$ cat src/rtl/dig_inp_pkg.sv
// Shared defaults and filter-length presets for the digital input debounce filter.
package dig_inp_pkg;

  localparam int unsigned DIG_INP_CNT_W_DEF = 8;
  localparam int unsigned DIG_INP_SYNC_DEF  = 2;

  // Filter lengths in 50 MHz clocks
  localparam int unsigned FILT_100NS = 5;
  localparam int unsigned FILT_1US   = 50;
  localparam int unsigned FILT_5US   = 250;

endpackage

$ cat src/rtl/dig_inp_filter_ch.sv
// One debounce channel: synchroniser, consecutive-sample counter, filtered level,
// edge strobes and a sticky change flag.
module dig_inp_filter_ch
  import dig_inp_pkg::*;
#(
  parameter int unsigned CNT_W       = DIG_INP_CNT_W_DEF,
  parameter int unsigned SYNC_STAGES = DIG_INP_SYNC_DEF,
  parameter logic        INIT        = 1'b0
) (
  input  logic             clk,
  input  logic             reset_n,
  input  logic             in,
  input  logic [CNT_W-1:0] filt_len,
  input  logic             evt_clr,
  output logic             out,
  output logic             rise,
  output logic             fall,
  output logic             evt
);

  logic [SYNC_STAGES-1:0] sync;
  logic [CNT_W-1:0]       cnt;
  logic [CNT_W-1:0]       len_m1_c;
  logic                   in_s;
  logic                   flip_c;

  assign in_s     = sync[SYNC_STAGES-1];
  // Lengths 0 and 1 both mean "follow on the first mismatching sample"
  assign len_m1_c = (filt_len == '0) ? '0 : filt_len - CNT_W'(1);
  // >= rather than == so a shortened length mid-count still lets out follow
  assign flip_c   = (in_s != out) && (cnt >= len_m1_c);

  always_ff @(posedge clk) begin
    if (!reset_n) begin
      sync <= {SYNC_STAGES{INIT}};
      out  <= INIT;
      cnt  <= '0;
      rise <= 1'b0;
      fall <= 1'b0;
      evt  <= 1'b0;
    end else begin
      sync <= {sync[SYNC_STAGES-2:0], in};
      rise <= flip_c & in_s;
      fall <= flip_c & ~in_s;

      if (in_s == out) begin
        cnt <= '0;
      end else if (flip_c) begin
        out <= in_s;
        cnt <= '0;
      end else begin
        cnt <= cnt + CNT_W'(1);
      end

      // A change in the same cycle as a clear keeps the flag set
      if (flip_c) begin
        evt <= 1'b1;
      end else if (evt_clr) begin
        evt <= 1'b0;
      end
    end
  end

endmodule

$ cat src/rtl/dig_inp_filter_multi.sv
// Multi-channel debounce filter: independent channels sharing one programmable filter length.
module dig_inp_filter_multi
  import dig_inp_pkg::*;
#(
  parameter int unsigned          CHANNELS    = 8,
  parameter int unsigned          CNT_W       = DIG_INP_CNT_W_DEF,
  parameter int unsigned          SYNC_STAGES = DIG_INP_SYNC_DEF,
  parameter logic [CHANNELS-1:0]  INIT        = '0
) (
  input  logic                clk,
  input  logic                reset_n,
  input  logic [CHANNELS-1:0] in,
  input  logic [CNT_W-1:0]    filt_len,
  output logic [CHANNELS-1:0] out,
  output logic [CHANNELS-1:0] rise,
  output logic [CHANNELS-1:0] fall,
  output logic [CHANNELS-1:0] evt,
  input  logic [CHANNELS-1:0] evt_clr
);

  for (genvar g = 0; g < CHANNELS; g++) begin : g_ch
    dig_inp_filter_ch #(
      .CNT_W       (CNT_W),
      .SYNC_STAGES (SYNC_STAGES),
      .INIT        (INIT[g])
    ) u_ch (
      .clk      (clk),
      .reset_n  (reset_n),
      .in       (in[g]),
      .filt_len (filt_len),
      .evt_clr  (evt_clr[g]),
      .out      (out[g]),
      .rise     (rise[g]),
      .fall     (fall[g]),
      .evt      (evt[g])
    );
  end

endmodule

$ cat config.mk
export PLATFORM = sky130hd
export DESIGN_NAME = dig_inp_filter_multi
export DESIGN_NICKNAME = d
export VERILOG_FILES = /design/src/rtl/dig_inp_pkg.sv /design/src/rtl/dig_inp_filter_ch.sv /design/src/rtl/dig_inp_filter_multi.sv
export SDC_FILE = /design/constraint.sdc
export NUM_CORES = 1
export LEC_CHECK = 0
export ABC_AREA = 1
export BUFFER_PORTS_ARGS = -buffer_cell sky130_fd_sc_hd__buf_2
export CAP_MARGIN = 40
export CORE_MARGIN = 4
export CORE_UTILIZATION = 55
export CTS_CLUSTER_DIAMETER = 60
export CTS_CLUSTER_SIZE = 30
export DETAILED_ROUTE_END_ITERATION = 12
export PLACE_DENSITY = 0.77
export SLEW_MARGIN = 5
export SYNTH_ARGS = -nofsm -noshare
export SYNTH_HDL_FRONTEND = slang
export SYNTH_HIERARCHICAL = 1
export SYNTH_SLANG_ARGS = --single-unit
export TNS_END_PERCENT = 5
$ cat constraint.sdc
create_clock -name clk -period 2.15 [get_ports clk]
set_clock_uncertainty 0.05 [all_clocks]
set_input_delay 0.3225 -clock clk [delete_from_list [all_inputs] [get_ports clk]]
set_output_delay 0.3225 -clock clk [all_outputs]
set_load 0.005 [all_outputs]
# After elaboration in Yosys (flattened, before gate mapping)
# Index checks and enable logic that the tools add are counted.
# op_classes
addsub	9
magnitude_cmp	8
n_eq_ne	16
muxes	17
bitwise	33
n_reduce_logical	33
# ops
op	count
8-bit by 1-bit adder with 8-bit output, second input constant	8
8-bit >= comparator	8
3-bit OR reduction	8
1-bit inverter	17
1-bit AND	16
1-bit 2-to-1 mux	16
2-bit AND reduction	8
2-bit nonzero test	8
1-bit == test	8
1-bit logical AND	8
8-bit logical NOT	1
8-bit 2-to-1 mux	1
1-bit inequality test	8
8-bit by 1-bit subtractor with 8-bit output, second input constant	1
# word_totals
register_bits	112
input_bits	26
output_inout_bits	32

# Longest topological paths before layout
# Gate-level depths: netlist (run 1).
# logic_depth
word_depth	5
ltp_mapped	18

# Cells and area by module
# Netlist (run 1), hierarchy kept.
# modules_own_cells
mod	n_inst	cells_each	area_each_um2	seq_area_each_um2
dig_inp_filter_ch (g_ch[2].u_ch ...)	5	122	890.9	280.3
dig_inp_filter_ch (g_ch[0].u_ch ...)	2	123	875.8	280.3
dig_inp_filter_ch (g_ch[4].u_ch)	1	126	934.6	280.3

# Worst setup path before layout (run 1)
# Ideal clock, no wire load.
# synth_path
path_type	in2reg
from	input filt_len[0]
to	register g_ch[2].u_ch.cnt[7]
setup_time_ns	0.072
arrival_time_ns	1.929
required_time_ns	2.028
slack_ns	0.099
stages	15
cell_sequence	inv_1 -> ha_1 -> nand2_1 -> nor2_1 -> nand3b_1 -> inv_1 -> or2_1 -> ha_1 -> nand2_1 -> nor2_1 -> nor2_1 -> nand2_1 -> nand2_1 -> nand4_2 -> a21oi_1
# synth_via
elab_chain_len	5
# synth_rtl
item	line	source
start: declaration	dig_inp_filter_multi.sv:13	input logic [CNT_W-1:0] filt_len,
8-bit by 1-bit subtractor with 8-bit output / 8-bit logical NOT (equally long branches)	dig_inp_filter_ch.sv:29	assign len_m1_c = (filt_len == '0) ? '0 : filt_len - CNT_W'(1);
8-bit 2-to-1 mux *	dig_inp_filter_ch.sv:29	
8-bit >= comparator *	dig_inp_filter_ch.sv:31	assign flip_c = (in_s != out) && (cnt >= len_m1_c);
1-bit logical AND *	dig_inp_filter_ch.sv:31	
3-bit OR reduction (no source line) *	-	
end signal: assignment	dig_inp_filter_ch.sv:52	cnt <= cnt + CNT_W'(1);
end: declaration	dig_inp_filter_ch.sv:22	logic [CNT_W-1:0] cnt;
# Every way passes the cells marked *; elsewhere a longest branch is shown, timed or not.
# A chain may end at the register's enable or synchronous reset.

# Worst setup path after layout (run 1)
# layout_path
from	input filt_len[1]
to	register g_ch[1].u_ch.out
# layout_via
elab_chain_len	5
# layout_rtl
item	line	source
8-bit by 1-bit subtractor with 8-bit output / 8-bit logical NOT (equally long branches)	dig_inp_filter_ch.sv:29	
8-bit 2-to-1 mux *	dig_inp_filter_ch.sv:29	
8-bit >= comparator *	dig_inp_filter_ch.sv:31	
1-bit logical AND *	dig_inp_filter_ch.sv:31	
2-bit AND reduction (no source line) *	-	
end signal: assignment	dig_inp_filter_ch.sv:49	out <= in_s;
end: declaration	dig_inp_filter_ch.sv:15	output logic out,
# Marked as above.

==> results of run 1 <==
## critical path, stage by stage
cell and delay (ns):
buf_12 0.12, buf_6 0.13, inv_1 0.05, ha_2 0.19
nand2_2 0.07, inv_2 0.06, nand4_1 0.14, buf_4 0.18
nand2_1 0.06, ha_1 0.24, nand2_1 0.08, nand2_1 0.05
nor2_1 0.10, nand2_1 0.07, nand2_2 0.11, nand2_2 0.09
nand2_2 0.10, nand3_1 0.09, nand2_1 0.07
## worst max-delay path by stage
stage                 from                              to  slack (ns)  cells after the start
2_1_floorplan  filt_len[0]  g_ch[2].u_ch/cnt[7]$_SDFF_PP0_         0.1                     15
3_3_place_gp   filt_len[0]  g_ch[7].u_ch/cnt[7]$_SDFF_PP0_       -0.52                     16
3_5_place_dp   filt_len[0]  g_ch[7].u_ch/cnt[7]$_SDFF_PP0_       -0.56                     16
4_1_cts        filt_len[1]   g_ch[7].u_ch/out$_SDFFE_PN0P_        0.01                     19
5_1_grt        filt_len[1]  g_ch[6].u_ch/cnt[7]$_SDFF_PP0_       -0.08                     12
6_report       filt_len[1]   g_ch[1].u_ch/out$_SDFFE_PN0P_        0.09                     19
## state kept, by name, summed over array words and instances (netlist names)
register        flops
g_ch.u_ch/cnt      64
g_ch.u_ch/evt       8
g_ch.u_ch/sync     16
g_ch.u_ch/rise      8
g_ch.u_ch/fall      8
g_ch.u_ch/out       8
## cell type report
| type | instances | area (µm²) | area share, % |
|---|---|---|---|
| inverters | 184 | 691 | 7.74 |
| clock buffers | 10 | 239 | 2.68 |
| repair buffers | 138 | 970 | 10.9 |
| multi-input cells | 686 | 4520 | 50.7 |
| clock inverters | 6 | 45.0 | 0.505 |
| flip-flops and latches | 112 | 2240 | 25.1 |
| well taps | 172 | 215 | 2.41 |
## metal layers
layer / vias to the layer above / part of all wire, %
li1: 3416 / -
met1: 2855 / 45
met2: 53 / 51
met3: 10 / 3.0
met4: 0 / 1.1
met5: - / 0
## cells in the mapped netlist
cell | number | area share (%)
or2_2 | 7 | 0.61
nand2_1 | 190 | 10
nand4_1 | 19 | 1.7
and2_1 | 2 | 0.18
o21bai_1 | 5 | 0.53
nand4_4 | 1 | 0.30
or2_1 | 6 | 0.53
o21ai_0 | 35 | 2.5
a21o_1 | 9 | 0.95
a21oi_1 | 22 | 1.5
nor2_2 | 1 | 0.088
nand3b_1 | 7 | 0.74
nor3b_4 | 6 | 1.6
dfxtp_1 | 112 | 31
nor3_1 | 22 | 1.5
nand3_1 | 52 | 3.6
ha_1 | 80 | 14
nand2_2 | 1 | 0.088
inv_1 | 183 | 9.6
inv_2 | 1 | 0.053
nor2_1 | 140 | 7.4
nand4_2 | 8 | 1.4
nand3_2 | 9 | 1.3
xnor2_1 | 16 | 2.0
nor3_2 | 6 | 0.84
xor2_1 | 30 | 3.7
xor2_2 | 6 | 1.4
a21oi_2 | 3 | 0.37
or3_1 | 2 | 0.18
nor4_1 | 1 | 0.088
## kinds of logic after synthesis
family / count (synthesis)
flops: 112
fa+ha+maj: 80
xor+xnor: 52
compound gates: 74
simple gates: 480
buf+inv: 184
## repair_timing
| item | in CTS | in global routing |
|---|---|---|
| gates resized for setup | 8 | 87 |
| pin swaps | 3 | 25 |
| endpoints found under the setup margin | 92 | 94 |
| setup buffers | 2 | 3 |
## stage by stage
stage / area, µm² / utilization (%) / total power [mW]
CTS: 8570 / 67.6 / 4.28
global placement: 8240 / 65.0 / 2.67
floorplan: 7140 / - / 2.44
finish: 8920 / 70.4 / 4.27
global route: 8920 / 70.4 / 4.49
detailed placement: 8240 / 65.0 / 2.68
## power breakdown
part / leakage (nW) / internal (mW) / switching [mW]
Combinational: 3.68 / 0.260 / 0.317
Sequential: 0.906 / 2.09 / 0.0147
Clock: 0.142 / 0.821 / 0.765
Total: 4.73 / 3.17 / 1.10
==> results.yml, run 1 <==
global_route:
  antenna_found_initial: 0
  grt.busiest_layer: "met2"
  grtUsageMet2_pct: 35.2
  grt_pass1_wl_mm: 23.9
  use_met3_pct: 4.64
  grt_start_max_net_pins: 30
  grt_pass1_vias: 5664
  grt.overflow.total: 0
  use_met1_pct: 23.1
  grt_usage_pct: 19.6
hold_path:
  min_path_cells: 3
  min_to: "g_ch[2].u_ch/sync[0]$_SDFF_PN0_"
  worstHoldStart: "in[2]"
  holdCritPathClass: "in2reg"
synthesis:
  synth_xor_area_share_pct: 7.01
  yosys.area_share.simple_pct: 32.1
  synthMuxAreaShare_pct: 0
  synthAdderAreaFrac_pct: 14.0
  synth_area_um2: 7140
  netlist_instances: 982
  yosys_warnings: 6
  synth-seq-cells: 112
  synth_nets: 1088
  synth_cell_types: 30
  synth_top_family_by_area: "simple AND/OR/NAND/NOR gates"
  yosysSeqAreaShare_pct: 31.4
  synth_compound_area_share_pct: 5.83
  avgSynthCellArea_um2: 7.27
layout:
  drive_above_1_share_pct: 23.4
  final_cell_mix: "inv_1 (179), nand2_1 (165), nor2_1 (124)"
  layout.cells.non_filler: 1308
  layout_commonest_cell: "inv_1"
  area_growth_pct: 25.0
  n_antenna_cell: 0
  num-fill-cells: 1008
  final_nets: 1237
place:
  io_buffers: 57
  dp_hpwl_mm: 10.5
  gp_congestion: 0.809
  place_ws_ns: -0.555
  dp_cells: 1287
cts:
  ctsRootBufferMaster: "clkbuf_16"
  clockBufferDepth: 2
  clock_latency_ns: 0.36
  cts_tree: "yes"
  cts_hold_buf: 0
  clkTransAtPathRegs_ns: 0.07
  htree_levels: 3
  cts_buffers: 9
  clkSinkCount: 112
setup_path:
  critical_path_class: "in2reg"
  cp_data_required_time_ns: 2.40
  startpoint_type: "input port"
  worstPathArrival_ns: 2.31
  ff2ff_path_depth: 11
  timing.rr.start: "g_ch[1].u_ch/cnt[0]$_SDFF_PP0_"
  worstPathMaxFanout: 9
  critPathCaptureType: "flip-flop"
  reg2reg_to: "g_ch[1].u_ch/out$_SDFFE_PN0P_"
  r2r_slack_ns: 0.58
floorplan:
  die_x_um: 122
  initial_core_util_pct: 56.4
  ios: 58
  dieArea_um2: 14900
  die_h_um: 122
  core.rowCount: 41
  core_area_um2: 12700
route:
  detail-route-antenna-nets: 0
  remaining_drc_errors: 0
  vias: 6334
  dr.first_iter.drc_count: 257
  vias_per_cell: 4.84
  wl_mm: 14.2
  wl_per_cell_um: 10.9
  drt_first_pass_iters: 4
sta:
  setup_viol: 0
  hold_ws_ns: 0.0898
  fin_crit_ns: 2.06
  min_period_over_period_pct: 95.7
  rsz0062_at_grt: "yes"
  slew_headroom_pct: 73.7
  fmax_ghz: 0.486
  setup_ws_ns: 0.0916
  timing_hold_violations_final: 0
  tns_ns: 0
  tightestPinTransition_ns: 0.393
  report.final.slew_viol_count: 0
pwr:
  power.density_nw_per_um2: 478
  ir_worst_vdd_mv: 0.662
  cellLeakagePower_nw: 4.73
run_status:
  outcome: "finished, final reports clean"
flow_run:
  maxCapViolations: 0
(Power assumes the default switching activity.)
==> inputs of run 2 (changes only) <==
ABC_AREA = unset   (was 1)
==> run 2 against run 1 <==
The flow now finishes with violations (setup timing). Die area shrank 6.4%. Register-to-register slack worse by 0.44 ns. Sequential share of layout area increased by 1.7 points. Global-route usage increased by 2.1 points. Largest cell class unchanged. Largest power group unchanged. Highest routed layer unchanged.
==> results.yml, run 2 <==
run_status:
  outcome: "finished with violations"
  violations: "setup timing"
setup_path:
  cpMostUsedCell: "or3_4"
  cp_data_required_time_ns: 2.40
  path_delay_family: "simple AND/OR/NAND/NOR gates"
  critical_path_class: "in2reg"
  worstPathMaxFanout: 8
  critPathCaptureType: "flip-flop"
  crit_cells: 10
  cp_slowest_cell: "a2111o_1"
  startpoint_type: "input port"
  worstPathArrival_ns: 2.94
  crit_buf_inv: 1
  crit_chain: "buf_8 > or3_4 > or3_4 > or3b_4 > and2_4 > ha_4 > nand2b_4 > a2111o_1 > a211o_4 > nor2_2"
  slowest_delay_ns: 0.41
  ff2ff_path_depth: 6
route:
  topRoutingLayerUsed: "met4"
  detail-route-antenna-nets: 0
  route.met3.wl_um: 478
  wl_per_cell_um: 14.6
  drt_first_pass_iters: 4
  vias: 5759
  dr.first_iter.drc_count: 322
  wl_mm: 15.2
  wl_met1_mm: 6.32
  vias_per_cell: 5.51
  remaining_drc_errors: 0
  routed-wl-met2_mm: 8.06
cts:
  cts_tree: "yes"
  clockBufferDepth: 2
  cts_buffers: 9
  cts_hold_buf: 0
  clkTransAtPathRegs_ns: 0.07
  clkSinkCount: 112
  htree_levels: 3
  clock_latency_ns: 0.36
  ctsRootBufferMaster: "clkbuf_16"
floorplan:
  initial_core_util_pct: 57.3
  die_h_um: 118
  ios: 58
  core.rowCount: 39
  dieArea_um2: 13900
  core_area_um2: 11600
  die_x_um: 118
synthesis:
  synth_cell_types: 38
  synth_top_area_share_pct: 33.7
  avgSynthCellArea_um2: 8.73
  yosys_warnings: 6
  post-synth-top-area-cell: "dfxtp_1"
  ys_async_sr_fraction_pct: 0
  netlist_top_cells_area: "dfxtp_1 (34%), ha_1 (15%), xor2_1 (8.7%)"
  netlist_instances: 762
  synth_compound_area_share_pct: 7.96
  post-synth-top-count-cell: "dfxtp_1"
  synth_top_family_by_area: "simple AND/OR/NAND/NOR gates"
  synth_edf_count: 0
  synthMuxAreaShare_pct: 3.46
  yosys.area_share.simple_pct: 26.6
  synth_area_um2: 6650
  yosysSeqAreaShare_pct: 33.7
  synth-seq-cells: 112
  ys.flop_type: "dfxtp_1"
  synthTopCellsByCount: "dfxtp_1 (112), ha_1 (80), nor2_1 (80), nand2_1 (76), xor2_1 (66)"
  synth_nets: 868
  synth_xor_area_share_pct: 10.8
  synthAdderAreaFrac_pct: 15.1
sta:
  fin_crit_ns: 2.69
  rsz0062_at_grt: "yes"
  report.final.slew_viol_count: 0
  fmax_ghz: 0.372
  timing_hold_violations_final: 0
  slew_headroom_pct: 65.3
  setup_viol: 96
  min_period_over_period_pct: 125
  tightestPinTransition_ns: 0.520
  setup_ws_ns: -0.542
pwr:
  power.density_nw_per_um2: 526
  ir_worst_vdd_mv: 0.563
  cellLeakagePower_nw: 3.73
place:
  io_buffers: 57
  dp_cells: 1028
  gp_congestion: 0.804
  dp_hpwl_mm: 10.9
  dpl-instance-area_um2: 7660
layout:
  utilization_pct: 71.9
  multi_input_area_um2: 4630
  layout_commonest_cell: "dfxtp_1"
  final_cell_mix: "dfxtp_1 (112), nand2_1 (76), ha_1 (72)"
  area_growth_pct: 25.6
  seqCellArea_um2: 2240
  num-fill-cells: 862
  final_nets: 1003
  layout.cells.non_filler: 1045
  n_antenna_cell: 0
  final_area_um2: 8350
  largest_register_ffs: 64
  drive_above_1_share_pct: 25.1
  top_register: "g_ch.u_ch/cnt"
  reg.largest.list: "g_ch.u_ch/cnt (64), g_ch.u_ch/sync (16)"
flow_run:
  maxCapViolations: 0
global_route:
  grt.overflow.total: 0
  grt_pass1_vias: 5736
  grt_pass1_wl_mm: 25.6
  antenna_found_initial: 0
  grt_start_max_net_pins: 30
  grt_usage_pct: 21.7
hold_path:
  min_path_cells: 2
  holdCritPathClass: "in2reg"
-- run 2: changes by cell type in the layout (fill, tap and decap cells not counted), sizes merged, moves of 13 or more --
cell,before,now
and2,2,19
and3,0,17
inv,184,40
mux2i,0,23
nand2,191,76
nand2b,0,15
nand3,61,46
nand4,28,8
nor2,141,80
or2,13,0
xor2,36,66
-- run 2: where the power goes --
group	internal [mW]	total [mW]	switching, mW
Combinational	0.274	0.586	0.312
Sequential	2.09	2.11	0.0133
Clock	0.962	1.70	0.735
-- run 2: layout make-up --
class / count / area share [%]
Multi-Input combinational cell: 609 / 55.4
Clock inverter: 5 / 0.659
Sequential cell: 112 / 26.8
Timing Repair Buffer: 125 / 10.1
Inverter: 40 / 1.80
Clock buffer: 11 / 3.03
Tap cell: 143 / 2.14
-- run 2: logic make-up (layout without fill, tap and decap cells) --
| group | after synthesis | count (layout) |
|---|---|---|
| multiplexers | 23 | 23 |
| AND/OR/NAND/NOR | 338 | 338 |
| adder cells (fa/ha/maj) | 80 | 80 |
| buffers and inverters | 41 | 181 |
| XOR/XNOR | 82 | 82 |
| flip-flops | 112 | 112 |
| AO/OA/AOI/OAI | 86 | 86 |
-- run 2: what timing repair did --
| action | in CTS | in global routing |
|---|---|---|
| setup buffers | 1 | 0 |
| setup endpoints to repair | 96 | 96 |
| gates resized for setup | 53 | 32 |
| pin swaps | 31 | 13 |
-- run 2: path summary, 6_finish.rpt --
check                                    end  slack [ns]                            start
max           g_ch[0].u_ch/cnt[6]$_SDFF_PP0_       -0.54                      filt_len[3]
min          g_ch[4].u_ch/sync[0]$_SDFF_PN0_        0.12                            in[4]
max reg2reg   g_ch[3].u_ch/cnt[7]$_SDFF_PP0_        0.14   g_ch[3].u_ch/cnt[0]$_SDFF_PP0_
min reg2reg  g_ch[0].u_ch/sync[1]$_SDFF_PN0_        0.39  g_ch[0].u_ch/sync[0]$_SDFF_PN0_
-- run 2: per-stage QoR --
stage	setup WS (ns)	hold WS, ns	power (mW)	setup TNS (ns)
final	-0.542	0.119	4.39	-28.03
after global routing	-0.591	0.112	4.58	-37.79
after CTS	-0.546	0.104	4.41	-27.01
after detailed placement	-1.02	0.372	2.68	-75.28
after global placement	-0.963	0.365	2.65	-69.17
after floorplan	-0.748	0.362	2.45	-33.80
-- run 2: worst register-to-register path, delay by kind of cell, from the launching register on --
kind | cells | cell delay (ns)
AOI/OAI and AO/OA | 2 | 0.84
adders and majority gates | 1 | 0.28
and+or+nand+nor | 2 | 0.27
buffers and inverters | 1 | 0.07
DFF | 1 | 0.43
-- run 2: routing by layer --
layer	vias to the layer above	GRT usage, %
met5	-	0
met4	0	8.94
met3	27	4.47
met2	88	39.7
met1	2713	24.4
li1	2931	-
